## config.mk

```make
export PLATFORM = sky130hd
export DESIGN_NAME = pc_sequencer
export DESIGN_NICKNAME = d
export VERILOG_FILES = /design/src/rtl/pc_sequencer_pkg.sv /design/src/rtl/pc_sequencer_register.sv /design/src/rtl/pc_sequencer.sv
export SDC_FILE = /design/constraint.sdc
export NUM_CORES = 1
export LEC_CHECK = 0
export BUFFER_PORTS_ARGS = -buffer_cell sky130_fd_sc_hd__buf_2
export CAP_MARGIN = 20
export CORE_MARGIN = 4
export CORE_UTILIZATION = 35
export DETAILED_ROUTE_END_ITERATION = 7
export PLACE_DENSITY = 0.69
export SLEW_MARGIN = 20
export SYNTH_ARGS = -nofsm -noshare
export SYNTH_HDL_FRONTEND = slang
export SYNTH_SLANG_ARGS = --single-unit
```

## constraint.sdc

```tcl
create_clock -name clk -period 2.2 [get_ports clk]
set_input_delay 0.44 -clock clk [delete_from_list [all_inputs] [get_ports clk]]
set_output_delay 0.44 -clock clk [all_outputs]
set_load 0.01 [all_outputs]
```

## src/rtl/pc_sequencer_pkg.sv

```systemverilog
// pc_sequencer_pkg
// Purpose : shared definitions for the next-PC / instruction-fetch sequencer.
// Contents: FSM state encoding, PC increment step and the NOP instruction
//           used as the reset value of the instruction holding register.
package pc_sequencer_pkg;

    // Sequencer states; the explicit values are the documented encoding
    typedef enum logic [1:0] {
        BOOT = 2'd0,
        REQ  = 2'd1,
        WAIT = 2'd2,
        HOLD = 2'd3
    } seqState_e;

    // Sequential fetch advances by one 32-bit instruction
    localparam int PC_INC = 4;

    // addi x0, x0, 0
    localparam logic [31:0] NOP_INSTR = 32'h0000_0013;

endpackage

```

## src/rtl/pc_sequencer_register.sv

```systemverilog
// Register
// Purpose : generic N-bit register with load enable and asynchronous,
//           active-low reset to a parameterised value.
// Ports   : clk    - rising-edge clock
//           rst_n  - asynchronous reset, active low
//           i_ld   - load enable; o_q takes i_d on the next edge when high
//           i_d    - data in (N bits)
//           o_q    - registered data out (N bits)
module Register #(
    parameter int           N         = 32,
    parameter logic [N-1:0] RESET_VAL = '0
) (
    input  logic         clk,
    input  logic         rst_n,
    input  logic         i_ld,
    input  logic [N-1:0] i_d,
    output logic [N-1:0] o_q
);

    // Hold the value unless a load is requested; reset wins asynchronously
    always_ff @(posedge clk or negedge rst_n) begin
        if (!rst_n) begin
            o_q <= RESET_VAL;
        end else if (i_ld) begin
            o_q <= i_d;
        end
    end

endmodule

```

## src/rtl/pc_sequencer.sv

```systemverilog
// pc_sequencer
// Purpose : next-PC and instruction-fetch sequencer sitting in front of the
//           PC register. Drives the PC register load/D, runs a req/gnt/rvalid
//           handshake with a variable-latency instruction memory, hands the
//           fetched instruction to decode over valid/ready and applies
//           execute redirects, including while a fetch is outstanding.
// Ports   : clk, rst                   - clock, async active-low reset
//           pc_q                       - PC register Q (current PC)
//           pc_ld, pc_d                - PC register load enable and D
//           imem_req, imem_addr        - fetch request and address
//           imem_gnt                   - request accepted this cycle
//           imem_rvalid, imem_rdata    - fetch response
//           redirect_valid/_pc         - taken branch/jump from execute
//           instr_valid, instr_ready   - decode handshake
//           instr, instr_pc            - held instruction and its PC
module pc_sequencer
    import pc_sequencer_pkg::*;
#(
    parameter int              XLEN     = 32,
    parameter int              ILEN     = 32,
    parameter logic [XLEN-1:0] RESET_PC = '0
) (
    input  logic            clk,
    input  logic            rst,
    input  logic [XLEN-1:0] pc_q,
    output logic            pc_ld,
    output logic [XLEN-1:0] pc_d,
    output logic            imem_req,
    output logic [XLEN-1:0] imem_addr,
    input  logic            imem_gnt,
    input  logic            imem_rvalid,
    input  logic [ILEN-1:0] imem_rdata,
    input  logic            redirect_valid,
    input  logic [XLEN-1:0] redirect_pc,
    output logic            instr_valid,
    input  logic            instr_ready,
    output logic [ILEN-1:0] instr,
    output logic [XLEN-1:0] instr_pc
);

    // Clears the two address LSBs so every PC written is word aligned
    localparam logic [XLEN-1:0] ALIGN_MASK = ~XLEN'(3);

    seqState_e       r_state;
    seqState_e       w_nextState;
    logic            r_kill;
    logic            w_killNext;
    logic            w_pcLd;
    logic            w_imemReq;
    logic            w_instrLd;
    logic            w_instrPcLd;
    logic [XLEN-1:0] w_pcNext;

    // State and kill flag. Kill marks an outstanding fetch whose response
    // must be thrown away because a redirect arrived while it was in flight.
    always_ff @(posedge clk or negedge rst) begin
        if (!rst) begin
            r_state <= BOOT;
            r_kill  <= 1'b0;
        end else begin
            r_state <= w_nextState;
            r_kill  <= w_killNext;
        end
    end

    // Next-state and combinational outputs. A redirect always takes
    // priority over the grant, the response and the decode handshake.
    always_comb begin
        w_nextState = r_state;
        w_killNext  = r_kill;
        w_pcLd      = 1'b0;
        w_pcNext    = pc_q;
        w_imemReq   = 1'b0;
        w_instrLd   = 1'b0;
        w_instrPcLd = 1'b0;
        unique case (r_state)
            BOOT: begin
                w_pcLd      = 1'b1;
                w_pcNext    = RESET_PC;
                w_nextState = REQ;
            end
            REQ: begin
                if (redirect_valid) begin
                    w_pcLd   = 1'b1;
                    w_pcNext = redirect_pc;
                end else begin
                    w_imemReq = 1'b1;
                    if (imem_gnt) begin
                        w_instrPcLd = 1'b1;
                        w_nextState = WAIT;
                    end
                end
            end
            WAIT: begin
                if (redirect_valid) begin
                    w_pcLd   = 1'b1;
                    w_pcNext = redirect_pc;
                end
                // The memory cannot cancel a request, so a stale fetch is
                // drained here before the redirected fetch is issued.
                if (imem_rvalid) begin
                    if (r_kill || redirect_valid) begin
                        w_killNext  = 1'b0;
                        w_nextState = REQ;
                    end else begin
                        w_instrLd   = 1'b1;
                        w_nextState = HOLD;
                    end
                end else if (redirect_valid) begin
                    w_killNext = 1'b1;
                end
            end
            HOLD: begin
                if (redirect_valid) begin
                    w_pcLd      = 1'b1;
                    w_pcNext    = redirect_pc;
                    w_nextState = REQ;
                end else if (instr_ready) begin
                    w_pcLd      = 1'b1;
                    w_pcNext    = pc_q + XLEN'(PC_INC);
                    w_nextState = REQ;
                end
            end
            default: begin
                w_nextState = BOOT;
            end
        endcase
    end

    // Reset is asynchronous, so the combinational strobes are gated by it
    // to keep the PC register and memory quiet while reset is asserted.
    assign pc_ld       = rst & w_pcLd;
    assign imem_req    = rst & w_imemReq;
    assign pc_d        = w_pcNext & ALIGN_MASK;
    assign imem_addr   = pc_q;
    assign instr_valid = (r_state == HOLD);

    Register #(
        .N         (ILEN),
        .RESET_VAL (ILEN'(NOP_INSTR))
    ) u_instrReg (
        .clk   (clk),
        .rst_n (rst),
        .i_ld  (w_instrLd),
        .i_d   (imem_rdata),
        .o_q   (instr)
    );

    Register #(
        .N         (XLEN),
        .RESET_VAL ('0)
    ) u_instrPcReg (
        .clk   (clk),
        .rst_n (rst),
        .i_ld  (w_instrPcLd),
        .i_d   (pc_q),
        .o_q   (instr_pc)
    );

endmodule

```

Word level (Yosys, flattened, before mapping). Cells that the tools add are included.

Flip-flop bits (word level): 67. Input bits: 102.

Muxes and demuxes: 26. Eq/ne operators: 8. $add $sub $neg: 1. Bitwise operators: 2. Reduce and logical (&&, ||, !) cells: 6.

Operator list (count): $mux 32 (3); $pmux 32 s3 (1); $add 32x3->32 const B (1); $mux 1 (14); $mux 2 (6); $pmux 2 s4 (1); $ne 2x2->1 const B (3); $eq 2x2->1 const B (2); $reduce_and 4->1 (1); $ne 3x2->1 const B (1); $pmux 1 s3 (1); $reduce_and 3->1 (1); $and 1x1->1 (2); $eq 2x1->1 const B (1); $logic_not 2->1 (1); $ne 2x1->1 const B (1); $reduce_bool 2->1 (1); $reduce_or 2->1 (1); $logic_or 1x1->1 (1).

Longest topological paths before layout.
Word-level depth: 4. Mapped depth: 8. Depth with buffers taken out: 7.

Hierarchy. A second synthesis with hierarchy kept.

Cell total of the unflattened synthesis: 399. Area total of the unflattened synthesis: 4485.6 um^2.

By module, submodules not included: pc_sequencer (times used 1, cells each 263, area each 1791.7 um^2); Register (u_instrReg) (times used 1, cells each 68, area each 1348.8 um^2); Register (u_instrPcReg) (times used 1, cells each 68, area each 1345.0 um^2).

Least setup slack after synthesis. Ideal clock, no wire load.

Path kind: reg-to-output. Start point: register r_state[0]. End point: output pc_d[16]. Arrival: 2.077 ns. Path buffers: 1. Data required time: 1.760 ns. Stages on the path, launching flop included: 7. Slack: -0.317 ns. Cells stage by stage: dfrtp_1 > ha_1 > buf_2 > inv_1 > nor4_1 > a211oi_1 > a2111oi_0.

Elaborated cells between the ends (all ways): 6. Classes of those cells: eq/ne: 3; mux: 1; reduce/logical: 2.

RTL lines: start, declared (RTL line pc_sequencer.sv:44) `seqState_e r_state;`; start signal, assigned (RTL line pc_sequencer.sv:61) `r_state <= w_nextState;`; $eq 2x2->1; named net instr_valid (RTL line pc_sequencer.sv:35) `output logic instr_valid,`; $pmux 32 s3 (RTL line pc_sequencer.sv:76) `unique case (r_state)`; end, declared (RTL line pc_sequencer.sv:27) `output logic [XLEN-1:0] pc_d,`.

The timed path passes the listed nets, and every way through them passes these cells.

Final worst setup path.
Start point: register r_state[1]. End point: output pc_d[28].

Longest elaborated chain between the ends: 3. Elaborated cells between the ends (all ways): 6. Classes of those cells: eq/ne: 3; mux: 1; reduce/logical: 2.

RTL lines (RTL line): $eq 2x2->1 or $eq 2x1->1 (tied branches) (pc_sequencer.sv:76); $reduce_or 2->1 (no line); $pmux 32 s3 (*) (pc_sequencer.sv:76).

Mark *: on every way between the ends. The rest lies on a longest branch, timed or not.

==> impl_metrics.tcl <==
set metrics [dict create \
    ys_seq_elements 67 \
    ys_types 54 \
    drive_above_1_share_pct 71.53 \
    insertion_delay_ps 340 \
    initial_core_util_pct 36.10 \
    globalRouteOverflowTotal 0 \
    period_minus_slack_ps 2557 \
    drtIter0Drc 188 \
    drc 0 \
    power_uw 8677 \
    totalWireLength_um 16160 \
    dp_hpwl_um 11950 \
    clk_pin_slew_worst_paths_ps 60 \
    p_leak_uw 0.003455 \
    htreeDepth 3 \
    hold_violations 0 \
    die_w_um 117.2 \
    grt_pass1_wl_um 24530 \
    worst_slack_ps -356.5 \
    cp-start-kind "flip-flop" \
    core-area_mm2 0.01156 \
    syn_area_mm2 0.004175 \
    synth_edf_count 0 \
    cts_root_buffer "clkbuf_16" \
    crit_type "reg -> out" \
    clockBufferDepth 2 \
    diodes 0 \
    slew_violations 0 \
    post_synth.cell_area_avg_um2 10.28 \
    synthFlopType "dfrtp_1" \
    yosysWarnings 0 \
    vias 4577 \
    grt_max_degree 65 \
    nNetsFinal 823 \
    crit_path_top_delay_cell "or4_1" \
    routedWlPerCell_um 18.72 \
    firstDrtPassIters 4 \
    synth-seq-area-share_pct 40.25 \
    skew_ps 7.775 \
    port_buffers 228 \
    ant_nets 0 \
    rsz0062_at_grt "yes" \
    row_count 39 \
    path_max_fanout 4 \
    postPlaceCellArea_mm2 0.005938 \
    fin_setup_tns_ps -7009 \
    grt_usage_pct 23.31 \
    multiInputGateArea_mm2 0.002557 \
    nFillCells 934 \
    viasPerCell 5.304 \
    hold_slack_ps 309.3 \
    dieHeight_um 117.2 \
    maxSlewHeadroom_pct 43.99 \
    min_path_type "in -> reg" \
    seq_area_mm2 0.001680 \
    cts_made_buffers 9 \
    areaGrowthSynthToFinish_pct 69.10 \
    reg2reg_slack_ps 220 \
    timing.fmax_ghz 0.3912 \
    crit_required_ps 1760 \
    maxCapViolations 0 \
    worstPathCellList "inv_2 -> ha_4 -> nor2b_4 -> nor2_2 -> or4_1 -> o211ai_1 -> buf_2" \
    period_share_pct 116.2 \
    endpoint_kind "output port" \
    clock-sinks 67 \
    synthCells 406 \
    die-area_mm2 0.01374 \
    cts_tree "yes" \
    antenna_found_initial 1 \
    irDropWorstVdd_v 0.0007375 \
    final_area_mm2 0.007061 \
    tightest_slew_ps 840.2 \
    async_flop_share_pct 100.0 \
    violations "setup timing" \
    slowest_delay_ps 470 \
    outcome "finished with violations" \
    power.density_mw_per_mm2 1229 \
    crit_arrival_ps 2120 \
    place.gp.congestion 0.8683 \
    grt_pass1_vias 4849 \
    io_pins 233 \
    setup_viol_count_final 31 \
]
==> layer usage <==
layer	track usage (%)	up-vias	part of all wire (%)
li1	-	2090	-
met1	26.19	2199	39
met2	39.40	251	48
met3	8.432	35	10
met4	10.78	2	3.0
met5	0	-	0.043
==> critical path: cells and delay by family, from the launching register on <==
family / cells / cell delay [ps]
AO/OA/AOI/OAI: 1 / 100
flip-flops: 1 / 440
AND/OR/NAND/NOR: 3 / 700
adder cells (fa/ha/maj): 1 / 300
buffers and inverters: 2 / 240
==> where the power goes <==
| part | total (uW) | switching (uW) | internal [uW] |
|---|---|---|---|
| combinational | 5050 | 2460 | 2590 |
| sequential | 2170 | 312 | 1860 |
| clock | 1450 | 545 | 909 |
==> placed cells by master (no fill, tap or decap), drive strengths merged, types with 2 or more instances in the layout <==
cell type,count
mux2,69
o21bai,2
a41o,2
nand3,12
clkbuf,12
and4,4
or3,6
conb,2
o211ai,7
ha,6
nor2,19
o22ai,3
o21a,2
and2,4
nand4,5
and3,4
dfstp,3
o31ai,2
inv,11
nand2,22
a311o,2
dfrtp,64
a21oi,21
clkinvlp,2
a221oi,2
clkinv,2
a2111oi,3
nor2b,4
nor3,6
or4,4
o21ai,12
nor4,4
a311oi,5
mux2i,9
nand2b,2
buf,353
a211oi,9
a31oi,7
==> area by class of cell <==
class                   count  share of cell area (%)
clock inverters             4                  0.7266
well taps                 143                   2.534
flip-flops and latches     67                   23.80
inverters                  12                  0.6911
multi-input cells         271                   36.22
repair buffers            354                   32.54
clock buffers              12                   3.491
==> Yosys cell counts, types with 5 or more instances <==
master | count | area, um^2
a211oi_1 | 9 | 67.56
a21oi_1 | 21 | 105.1
a311oi_1 | 5 | 43.79
a31oi_1 | 7 | 43.79
buf_2 | 7 | 35.03
buf_4 | 35 | 262.8
clkbuf_1 | 12 | 45.04
dfrtp_1 | 64 | 1602
ha_1 | 6 | 75.07
inv_1 | 12 | 45.04
mux2_2 | 69 | 777.0
mux2i_1 | 9 | 90.09
nand2_1 | 22 | 82.58
nand3_1 | 10 | 50.05
nor2_1 | 19 | 71.32
nor3_1 | 6 | 30.03
o211ai_1 | 7 | 52.55
o21ai_0 | 12 | 60.06
or3_1 | 6 | 37.54
==> cell families after synthesis <==
kind of cell / after synthesis / synth area share [%]
muxes: 78 / 20.77
DFF: 67 / 40.25
adders and majority gates: 6 / 1.798
AOI/OAI and AO/OA: 84 / 13.72
and+or+nand+nor: 101 / 13.81
buffers and inverters: 69 / 9.559
other: 1 / 0.08981
==> sequential cells by signal, summed over array words and instances, names as in the netlist <==
register,cells
r_state,2
u_instrPcReg.o_q,32
u_instrReg.o_q,32
r_kill,1
==> through the flow <==
step                std cells  utilization, %  worst slack (ps)
floorplan                 407               -            -72.71
finish                    863           61.05            -356.5
CTS                       851           58.83            -333.0
global route              863           61.05            -413.1
global placement          812           51.35            -395.9
detailed placement        812           51.35            -383.6
==> repair_timing <==
action,in CTS,in global routing
setup endpoints to repair,31,31
gates resized for setup,91,38
buffers inserted,23,12
hold buffers,1,0
endpoints found under the hold margin,3,0
pin swaps,42,24
==> path summary, 6_finish.rpt <==
check / from / endpoint / cells past startpoint
setup / recovery: r_state[1] / pc_d[28] / 7
hold / removal: imem_rvalid / r_kill / 2
setup reg to reg: r_state[1] / u_instrReg.o_q[28] / 8
hold reg to reg: u_instrPcReg.o_q[5] / u_instrPcReg.o_q[5] / 2
max in group asynchronous: rst / u_instrPcReg.o_q[12] / 3
min in group asynchronous: rst / r_kill / 2
Power figures use the tool's default switching activity.
